### src/rtl/decode_pkg.sv
// Shared opcode constants, format encoding and the decoded-instruction record
// passed between the field decoder and the decode stage registers.
package decode_pkg;

   localparam logic [6:0] OP_LUI      = 7'b0110111;
   localparam logic [6:0] OP_AUIPC    = 7'b0010111;
   localparam logic [6:0] OP_JAL      = 7'b1101111;
   localparam logic [6:0] OP_JALR     = 7'b1100111;
   localparam logic [6:0] OP_LOAD     = 7'b0000011;
   localparam logic [6:0] OP_IMM      = 7'b0010011;
   localparam logic [6:0] OP_SYSTEM   = 7'b1110011;
   localparam logic [6:0] OP_MISC_MEM = 7'b0001111;
   localparam logic [6:0] OP_STORE    = 7'b0100011;
   localparam logic [6:0] OP_BRANCH   = 7'b1100011;
   localparam logic [6:0] OP_OP       = 7'b0110011;

   // Widest PC carried in the record; narrower PCs are zero-extended into it.
   localparam int unsigned DEC_PC_W = 64;

   typedef enum logic [2:0] {
      FMT_R   = 3'd0,
      FMT_I   = 3'd1,
      FMT_S   = 3'd2,
      FMT_B   = 3'd3,
      FMT_U   = 3'd4,
      FMT_J   = 3'd5,
      FMT_ILL = 3'd7
   } fmt_t;

   typedef struct packed {
      logic [6:0] opcode;
      logic [4:0] rd;
      logic [2:0] funct3;
      logic [4:0] rs1;
      logic [4:0] rs2;
      logic [6:0] funct7;
   } fields_t;

   typedef struct packed {
      logic illegal;
      logic writes_rd;
      logic uses_rs1;
      logic uses_rs2;
   } flags_t;

   // Every base-format immediate fits in 32 bits, so imm is held sign-extended
   // to 32 and widened to XLEN only at the stage output.
   typedef struct packed {
      logic [DEC_PC_W-1:0] pc;
      logic [31:0]         instr;
      fields_t             fields;
      logic [31:0]         imm;
      fmt_t                fmt;
      flags_t              flags;
   } decoded_t;

   function automatic fmt_t fmt_of(input logic [6:0] opcode);
      unique case (opcode)
         OP_LUI, OP_AUIPC:                                  return FMT_U;
         OP_JAL:                                            return FMT_J;
         OP_JALR, OP_LOAD, OP_IMM, OP_SYSTEM, OP_MISC_MEM:  return FMT_I;
         OP_STORE:                                          return FMT_S;
         OP_BRANCH:                                         return FMT_B;
         OP_OP:                                             return FMT_R;
         default:                                           return FMT_ILL;
      endcase
   endfunction

endpackage

### src/rtl/decode_stage_if.sv
// Fetch-side and execute-side handshake bundle of the decode stage.
// master = environment driving fetch and accepting results, slave = the stage.
interface decode_stage_if #(
   parameter int unsigned XLEN = 32,
   parameter int unsigned PC_W = 32
);
   logic            in_valid;
   logic            in_ready;
   logic [31:0]     in_instr;
   logic [PC_W-1:0] in_pc;

   logic            out_valid;
   logic            out_ready;
   logic [PC_W-1:0] out_pc;
   logic [31:0]     out_instr;
   logic [6:0]      out_opcode;
   logic [4:0]      out_rd;
   logic [2:0]      out_funct3;
   logic [4:0]      out_rs1;
   logic [4:0]      out_rs2;
   logic [6:0]      out_funct7;
   logic [XLEN-1:0] out_imm;
   logic [2:0]      out_fmt;
   logic            out_illegal;
   logic            out_writes_rd;
   logic            out_uses_rs1;
   logic            out_uses_rs2;

   modport master (
      output in_valid, in_instr, in_pc, out_ready,
      input  in_ready, out_valid, out_pc, out_instr, out_opcode, out_rd,
             out_funct3, out_rs1, out_rs2, out_funct7, out_imm, out_fmt,
             out_illegal, out_writes_rd, out_uses_rs1, out_uses_rs2
   );

   modport slave (
      input  in_valid, in_instr, in_pc, out_ready,
      output in_ready, out_valid, out_pc, out_instr, out_opcode, out_rd,
             out_funct3, out_rs1, out_rs2, out_funct7, out_imm, out_fmt,
             out_illegal, out_writes_rd, out_uses_rs1, out_uses_rs2
   );
endinterface

### src/rtl/instr_fields_decode.sv
// Combinational RV32/RV64 base-format decode: fields, format, immediate and
// operand-usage flags for one instruction word.
module instr_fields_decode
   import decode_pkg::*;
(
   input  logic [31:0]         instr,
   input  logic [DEC_PC_W-1:0] pc,
   output decoded_t            dec
);

   always_comb begin
      dec = '0;
      dec.pc             = pc;
      dec.instr          = instr;
      dec.fields.opcode  = instr[6:0];
      dec.fields.rd      = instr[11:7];
      dec.fields.funct3  = instr[14:12];
      dec.fields.rs1     = instr[19:15];
      dec.fields.rs2     = instr[24:20];
      dec.fields.funct7  = instr[31:25];
      dec.fmt            = fmt_of(instr[6:0]);

      unique case (dec.fmt)
         FMT_I:   dec.imm = {{20{instr[31]}}, instr[31:20]};
         FMT_S:   dec.imm = {{20{instr[31]}}, instr[31:25], instr[11:7]};
         FMT_B:   dec.imm = {{19{instr[31]}}, instr[31], instr[7], instr[30:25],
                             instr[11:8], 1'b0};
         FMT_U:   dec.imm = {instr[31:12], 12'b0};
         FMT_J:   dec.imm = {{11{instr[31]}}, instr[31], instr[19:12], instr[20],
                             instr[30:21], 1'b0};
         default: dec.imm = '0;
      endcase

      dec.flags.illegal   = (dec.fmt == FMT_ILL);
      dec.flags.writes_rd = (dec.fmt inside {FMT_R, FMT_I, FMT_U, FMT_J}) &&
                            (instr[11:7] != 5'd0);
      dec.flags.uses_rs1  = dec.fmt inside {FMT_R, FMT_I, FMT_S, FMT_B};
      dec.flags.uses_rs2  = dec.fmt inside {FMT_R, FMT_S, FMT_B};
   end

endmodule

### src/rtl/decode_stage.sv
// Registered decode stage: decodes at the input, holds results in a main
// register backed by a one-entry skid so fetch sees a purely registered ready.
module decode_stage
   import decode_pkg::*;
#(
   parameter int unsigned XLEN = 32,
   parameter int unsigned PC_W = 32
) (
   input  logic           clk,
   input  logic           rst,
   input  logic           flush,
   decode_stage_if.slave  bus
);

   logic                main_valid;
   logic                skid_valid;
   decoded_t            main_q;
   decoded_t            skid_q;
   decoded_t            dec_in;
   logic [DEC_PC_W-1:0] pc_ext;
   logic                accept;
   logic                take;
   logic                pc_hi_unused;

   assign pc_ext = DEC_PC_W'(bus.in_pc);

   instr_fields_decode u_fields (
      .instr (bus.in_instr),
      .pc    (pc_ext),
      .dec   (dec_in)
   );

   assign accept = bus.in_valid && !skid_valid;
   assign take   = main_valid && bus.out_ready;

   // Skid is only ever filled while main is stalled, so it always holds the
   // younger entry and drains into main before main can reload from input.
   always_ff @(posedge clk) begin
      if (rst) begin
         main_valid <= 1'b0;
         skid_valid <= 1'b0;
         main_q     <= '0;
         skid_q     <= '0;
      end else if (flush) begin
         main_valid <= 1'b0;
         skid_valid <= 1'b0;
      end else if (skid_valid) begin
         if (take) begin
            main_q     <= skid_q;
            skid_valid <= 1'b0;
         end
      end else if (!main_valid || take) begin
         main_valid <= accept;
         if (accept) main_q <= dec_in;
      end else if (accept) begin
         skid_q     <= dec_in;
         skid_valid <= 1'b1;
      end
   end

   assign bus.in_ready      = !skid_valid;
   assign bus.out_valid     = main_valid;
   assign bus.out_pc        = main_q.pc[PC_W-1:0];
   assign bus.out_instr     = main_q.instr;
   assign bus.out_opcode    = main_q.fields.opcode;
   assign bus.out_rd        = main_q.fields.rd;
   assign bus.out_funct3    = main_q.fields.funct3;
   assign bus.out_rs1       = main_q.fields.rs1;
   assign bus.out_rs2       = main_q.fields.rs2;
   assign bus.out_funct7    = main_q.fields.funct7;
   assign bus.out_imm       = XLEN'(signed'(main_q.imm));
   assign bus.out_fmt       = main_q.fmt;
   assign bus.out_illegal   = main_q.flags.illegal;
   assign bus.out_writes_rd = main_q.flags.writes_rd;
   assign bus.out_uses_rs1  = main_q.flags.uses_rs1;
   assign bus.out_uses_rs2  = main_q.flags.uses_rs2;

   assign pc_hi_unused = ^main_q.pc;

endmodule

### src/flat_wrapper.sv
// flat-port wrapper written by rule: the top's interface ports become plain ports
module decode_stage_flat import decode_pkg::*;
#(
   parameter int unsigned XLEN = 32,
   parameter int unsigned PC_W = 32
)
  (clk, rst, flush, bus_in_valid, bus_in_instr, bus_in_pc, bus_out_ready, bus_in_ready, bus_out_valid, bus_out_pc, bus_out_instr, bus_out_opcode, bus_out_rd, bus_out_funct3, bus_out_rs1, bus_out_rs2, bus_out_funct7, bus_out_imm, bus_out_fmt, bus_out_illegal, bus_out_writes_rd, bus_out_uses_rs1, bus_out_uses_rs2);
  decode_stage_if #(.XLEN(XLEN), .PC_W(PC_W)) bus_i ();
  input  logic clk;
  input  logic rst;
  input  logic flush;
  input wire logic [$bits(bus_i.in_valid)-1:0] bus_in_valid;
  input wire logic [$bits(bus_i.in_instr)-1:0] bus_in_instr;
  input wire logic [$bits(bus_i.in_pc)-1:0] bus_in_pc;
  input wire logic [$bits(bus_i.out_ready)-1:0] bus_out_ready;
  output wire logic [$bits(bus_i.in_ready)-1:0] bus_in_ready;
  output wire logic [$bits(bus_i.out_valid)-1:0] bus_out_valid;
  output wire logic [$bits(bus_i.out_pc)-1:0] bus_out_pc;
  output wire logic [$bits(bus_i.out_instr)-1:0] bus_out_instr;
  output wire logic [$bits(bus_i.out_opcode)-1:0] bus_out_opcode;
  output wire logic [$bits(bus_i.out_rd)-1:0] bus_out_rd;
  output wire logic [$bits(bus_i.out_funct3)-1:0] bus_out_funct3;
  output wire logic [$bits(bus_i.out_rs1)-1:0] bus_out_rs1;
  output wire logic [$bits(bus_i.out_rs2)-1:0] bus_out_rs2;
  output wire logic [$bits(bus_i.out_funct7)-1:0] bus_out_funct7;
  output wire logic [$bits(bus_i.out_imm)-1:0] bus_out_imm;
  output wire logic [$bits(bus_i.out_fmt)-1:0] bus_out_fmt;
  output wire logic [$bits(bus_i.out_illegal)-1:0] bus_out_illegal;
  output wire logic [$bits(bus_i.out_writes_rd)-1:0] bus_out_writes_rd;
  output wire logic [$bits(bus_i.out_uses_rs1)-1:0] bus_out_uses_rs1;
  output wire logic [$bits(bus_i.out_uses_rs2)-1:0] bus_out_uses_rs2;
  assign bus_i.in_valid = bus_in_valid;
  assign bus_i.in_instr = bus_in_instr;
  assign bus_i.in_pc = bus_in_pc;
  assign bus_i.out_ready = bus_out_ready;
  assign bus_in_ready = bus_i.in_ready;
  assign bus_out_valid = bus_i.out_valid;
  assign bus_out_pc = bus_i.out_pc;
  assign bus_out_instr = bus_i.out_instr;
  assign bus_out_opcode = bus_i.out_opcode;
  assign bus_out_rd = bus_i.out_rd;
  assign bus_out_funct3 = bus_i.out_funct3;
  assign bus_out_rs1 = bus_i.out_rs1;
  assign bus_out_rs2 = bus_i.out_rs2;
  assign bus_out_funct7 = bus_i.out_funct7;
  assign bus_out_imm = bus_i.out_imm;
  assign bus_out_fmt = bus_i.out_fmt;
  assign bus_out_illegal = bus_i.out_illegal;
  assign bus_out_writes_rd = bus_i.out_writes_rd;
  assign bus_out_uses_rs1 = bus_i.out_uses_rs1;
  assign bus_out_uses_rs2 = bus_i.out_uses_rs2;
  decode_stage #(.XLEN(XLEN), .PC_W(PC_W)) u_core (.clk(clk), .rst(rst), .flush(flush), .bus(bus_i));
endmodule
### config.mk
export PLATFORM = sky130hd
export DESIGN_NAME = decode_stage_flat
export DESIGN_NICKNAME = d
export VERILOG_FILES = /design/src/rtl/decode_pkg.sv /design/src/rtl/decode_stage_if.sv /design/src/rtl/instr_fields_decode.sv /design/src/rtl/decode_stage.sv /design/src/flat_wrapper.sv
export SDC_FILE = /design/constraint.sdc
export NUM_CORES = 1
export LEC_CHECK = 0
export BUFFER_PORTS_ARGS = -buffer_cell sky130_fd_sc_hd__buf_2
export CORE_AREA = 2 2 109 153
export CTS_BUF_LIST = sky130_fd_sc_hd__clkbuf_16
export DETAILED_ROUTE_END_ITERATION = 8
export DIE_AREA = 0 0 111 155
export PLACE_DENSITY = 0.95
export SYNTH_ARGS = -nofsm -noshare
export SYNTH_HDL_FRONTEND = slang
export SYNTH_SLANG_ARGS = --single-unit
### constraint.sdc
create_clock -name clk -period 3.15 [get_ports clk]
set_input_delay 0.7875 -clock clk [delete_from_list [all_inputs] [get_ports clk]]
set_output_delay 0.7875 -clock clk [all_outputs]
set_load 0.01 [all_outputs]
==> results_dict.tcl <==
set metrics [dict create \
    irDropWorstVdd_uv 513 \
    grt_overflow 0 \
    relSlewSlack 0.203 \
    crit_fanout 18 \
    drive_gt1_frac 0.243 \
    synthDistinctLibCells 64 \
    cts_sinks 208 \
    fin_crit_ns 2.56 \
    cp.depth 6 \
    synth_area_leader_cell "dfxtp_1" \
    clock_power_share 0.411 \
    synthTopCellsByCount "dfxtp_1 (208), nand2_1 (184), a21oi_1 (112), nor2_1 (83), a211oi_1 (78)" \
    grt_max_degree 87 \
    syn-instance-count 1037 \
    via_per_inst 5.96 \
    switching_share 0.248 \
    critPathMaxStageDelay_ns 0.90 \
    hold_path.class "flip-flop to flip-flop" \
    drc 0 \
    num_rows 55 \
    final_max_slew_viol_count 0 \
    rr_startpoint "u_core.skid_valid$_SDFF_PP0_" \
    fillerInstances 1195 \
    initial_utilization 0.568 \
    cts_setup_buffers 0 \
    netlist_area_um2 9040 \
    cts_tree "yes" \
    clockBufferDepth 3 \
    ys_top_cells_by_area "dfxtp_1 (46%), nand2_1 (7.6%), mux2i_1 (7.2%), a211oi_1 (6.5%), a21oi_1 (6.2%)" \
    dr_total_vias 8178 \
    crit_type "input port to flip-flop" \
    max_cap_viol_count 0 \
    drtIter0Drc 791 \
    async_reset_ff_frac 0 \
    track_usage 0.266 \
    synth.avg_cell_area_um2 8.71 \
    firstDrtPassIters 5 \
    worst-endpoint-arrival_ns 2.87 \
    crit_family "simple AND/OR/NAND/NOR gates" \
    crit_path_end_kind "flip-flop" \
    powerDensity_nw_per_um2 548 \
    tightest_slew_ns 1.19 \
    antenna_found_initial 1 \
    grt_pass1_wl_mm 38.5 \
    setup_viol 0 \
    cts.htree.levels 1 \
    insertion_delay_ns 0.49 \
    power_switching_uw 1420 \
    p_leak_uw 0.00406 \
    place.detailed.hpwl_mm 15.9 \
    grt_pass1_vias 7796 \
    clock-root-buffer "clkbuf_16" \
    synth_edf_count 0 \
    io_buffers 205 \
    yosysSeqAreaShare 0.461 \
    postCtsHoldBufs 0 \
    diodes 0 \
    final-seq-area_um2 4170 \
    hold_violations 0 \
    ys_ff_latch 208 \
    synth.top_cell.area_share 0.461 \
    area_growth_pct 15.7 \
    coreArea_um2 15900 \
    design_area_um2 10500 \
    multiInputGateArea_um2 4190 \
    ios 206 \
    rsz0062_at_grt "no" \
    intPower_uw 4310 \
    crit_start "bus_in_instr[5]" \
    path_clk_slew_ns 0.06 \
    startpoint_type "input port" \
    ys.flop_type "dfxtp_1" \
    fin_setup_tns_ns 0 \
    dieArea_um2 17200 \
    die_w_um 111 \
    die_h_um 155 \
    drtAntennaViolNets 0 \
    finalCritPeriodShare 0.813 \
    synth_fp_nets 1106 \
    path_buf_inv 1 \
    fin_skew_ns 0.00841 \
    gp_congestion 0.864 \
    wl_per_cell_um 17.5 \
    pwr-share-seq 0.484 \
    comb_power_share 0.105 \
    cp.required_ns 3.46 \
    slowest_stage "nor3_2" \
    cts_resized 0 \
    cts_buffers 20 \
    timing.rr.end "u_core.bus.out_imm[20]$_SDFFE_PP0P_" \
    crit_end "u_core.bus.out_imm[20]$_SDFFE_PP0P_" \
    reg2reg_depth 4 \
    status "completed" \
    fin_nets 1229 \
    cp_cell_sequence "buf_2 > and4bb_1 > o21bai_1 > a21oi_2 > nor3_2 > a221oi_1" \
    max_freq_mhz 391 \
    place_area_um2 9820 \
    reg2reg_slack_ns 0.75 \
    totalWireLength_mm 24.0 \
    yosysWarnings 0 \
    synthMostInstantiatedCell "dfxtp_1" \
]
## metrics by stage
step / setup slack, ns / power, uW / utilization / hold WS (ns) / instances
after floorplan: 1.08 / 3220 / - / 0.432 / 1037
after global placement: 0.249 / 3410 / 0.618 / 0.440 / 1337
after detailed placement: 0.160 / 3430 / 0.618 / 0.447 / 1337
after CTS: 0.627 / 5750 / 0.658 / 0.456 / 1372
after global routing: 0.485 / 5930 / 0.658 / 0.471 / 1372
final: 0.590 / 5730 / 0.658 / 0.452 / 1372
## worst min-delay path by stage
| stage | cells past startpoint | slack (ns) | end | startpoint |
|---|---|---|---|---|
| final | 2 | 0.45 | u_core.skid_q[126]$_SDFFE_PP0P_ | u_core.skid_q[126]$_SDFFE_PP0P_ |
| after global routing | 2 | 0.47 | u_core.skid_q[114]$_SDFFE_PP0P_ | u_core.skid_q[114]$_SDFFE_PP0P_ |
| after CTS | 2 | 0.46 | u_core.skid_q[130]$_SDFFE_PP0P_ | u_core.skid_q[130]$_SDFFE_PP0P_ |
| after detailed placement | 2 | 0.45 | u_core.skid_q[130]$_SDFFE_PP0P_ | u_core.skid_q[130]$_SDFFE_PP0P_ |
| after global placement | 2 | 0.44 | u_core.skid_q[38]$_SDFFE_PP0P_ | u_core.skid_q[38]$_SDFFE_PP0P_ |
| after floorplan | 2 | 0.43 | u_core.skid_q[38]$_SDFFE_PP0P_ | u_core.skid_q[38]$_SDFFE_PP0P_ |
## registers in the layout, indices dropped and copies added, names as in the netlist
register,flops
u_core.bus.out_imm,32
u_core.bus.out_uses_rs1,1
u_core.bus.out_instr,25
u_core.bus.out_fmt,3
u_core.skid_q,103
u_core.bus.out_opcode,6
u_core.bus.out_valid,1
u_core.bus.out_pc,32
u_core.bus.out_funct7,1
u_core.bus.out_writes_rd,1
u_core.bus.out_illegal,1
u_core.bus.out_uses_rs2,1
u_core.skid_valid,1
## tightest hold or removal path, delay by kind of cell (launching register included)
| kind | cells | cell delay, ns |
|---|---|---|
| AND/OR/NAND/NOR | 1 | 0.05 |
| AO/OA/AOI/OAI | 1 | 0.05 |
| flip-flops | 1 | 0.31 |
## placed cells by master, fill, tap and decap left out, types with 4 or more instances in the layout
cell type	Yosys	routed
inv_1	4	8
buf_4	42	17
o21ai_1	24	24
mux2i_1	65	65
nor2_1	83	83
nand2_1	184	184
nand2b_1	7	7
o21ai_0	40	40
a221oi_2	10	10
a21oi_1	112	112
clkinv_1	0	5
a22o_1	6	6
a211oi_1	78	78
buf_2	42	204
clkbuf_16	0	21
dfxtp_1	208	207
a22oi_1	4	4
and3_1	10	10
o2bb2ai_1	6	6
## final cells by class
cell class                      count  share of cell area
Inverter                            4             0.00144
Clock inverter                     14              0.0104
Tap cell                          199              0.0238
Clock buffer                       21              0.0503
Multi-Input combinational cell    702               0.401
Sequential cell                   208               0.399
Timing Repair Buffer              224               0.115
## power by group through the flow
stage	clock network [uW]	registers, uW	logic [uW]
2_1_floorplan	0	2860	361
3_3_place_gp	0	2830	579
3_5_place_dp	0	2830	596
4_1_cts	2380	2770	600
5_1_grt	2490	2780	654
6_report	2350	2770	601
## logic make-up after synthesis
kind of cell / count (synthesis) / synth area share
DFF: 208 / 0.461
and+or+nand+nor: 319 / 0.155
AOI/OAI and AO/OA: 317 / 0.233
muxes: 65 / 0.0720
xor gates and xnor gates: 1 / 0.000969
buffers and inverters: 127 / 0.0777
## layer usage
layer  share of wire  track usage  vias up
met1            0.39        0.322     3873
met3           0.065       0.0425       75
li1                -            -     3867
met5         0.00054            0        -
met4           0.042        0.140        2
met2            0.50        0.456      361
Power figures use the tool's default switching activity.
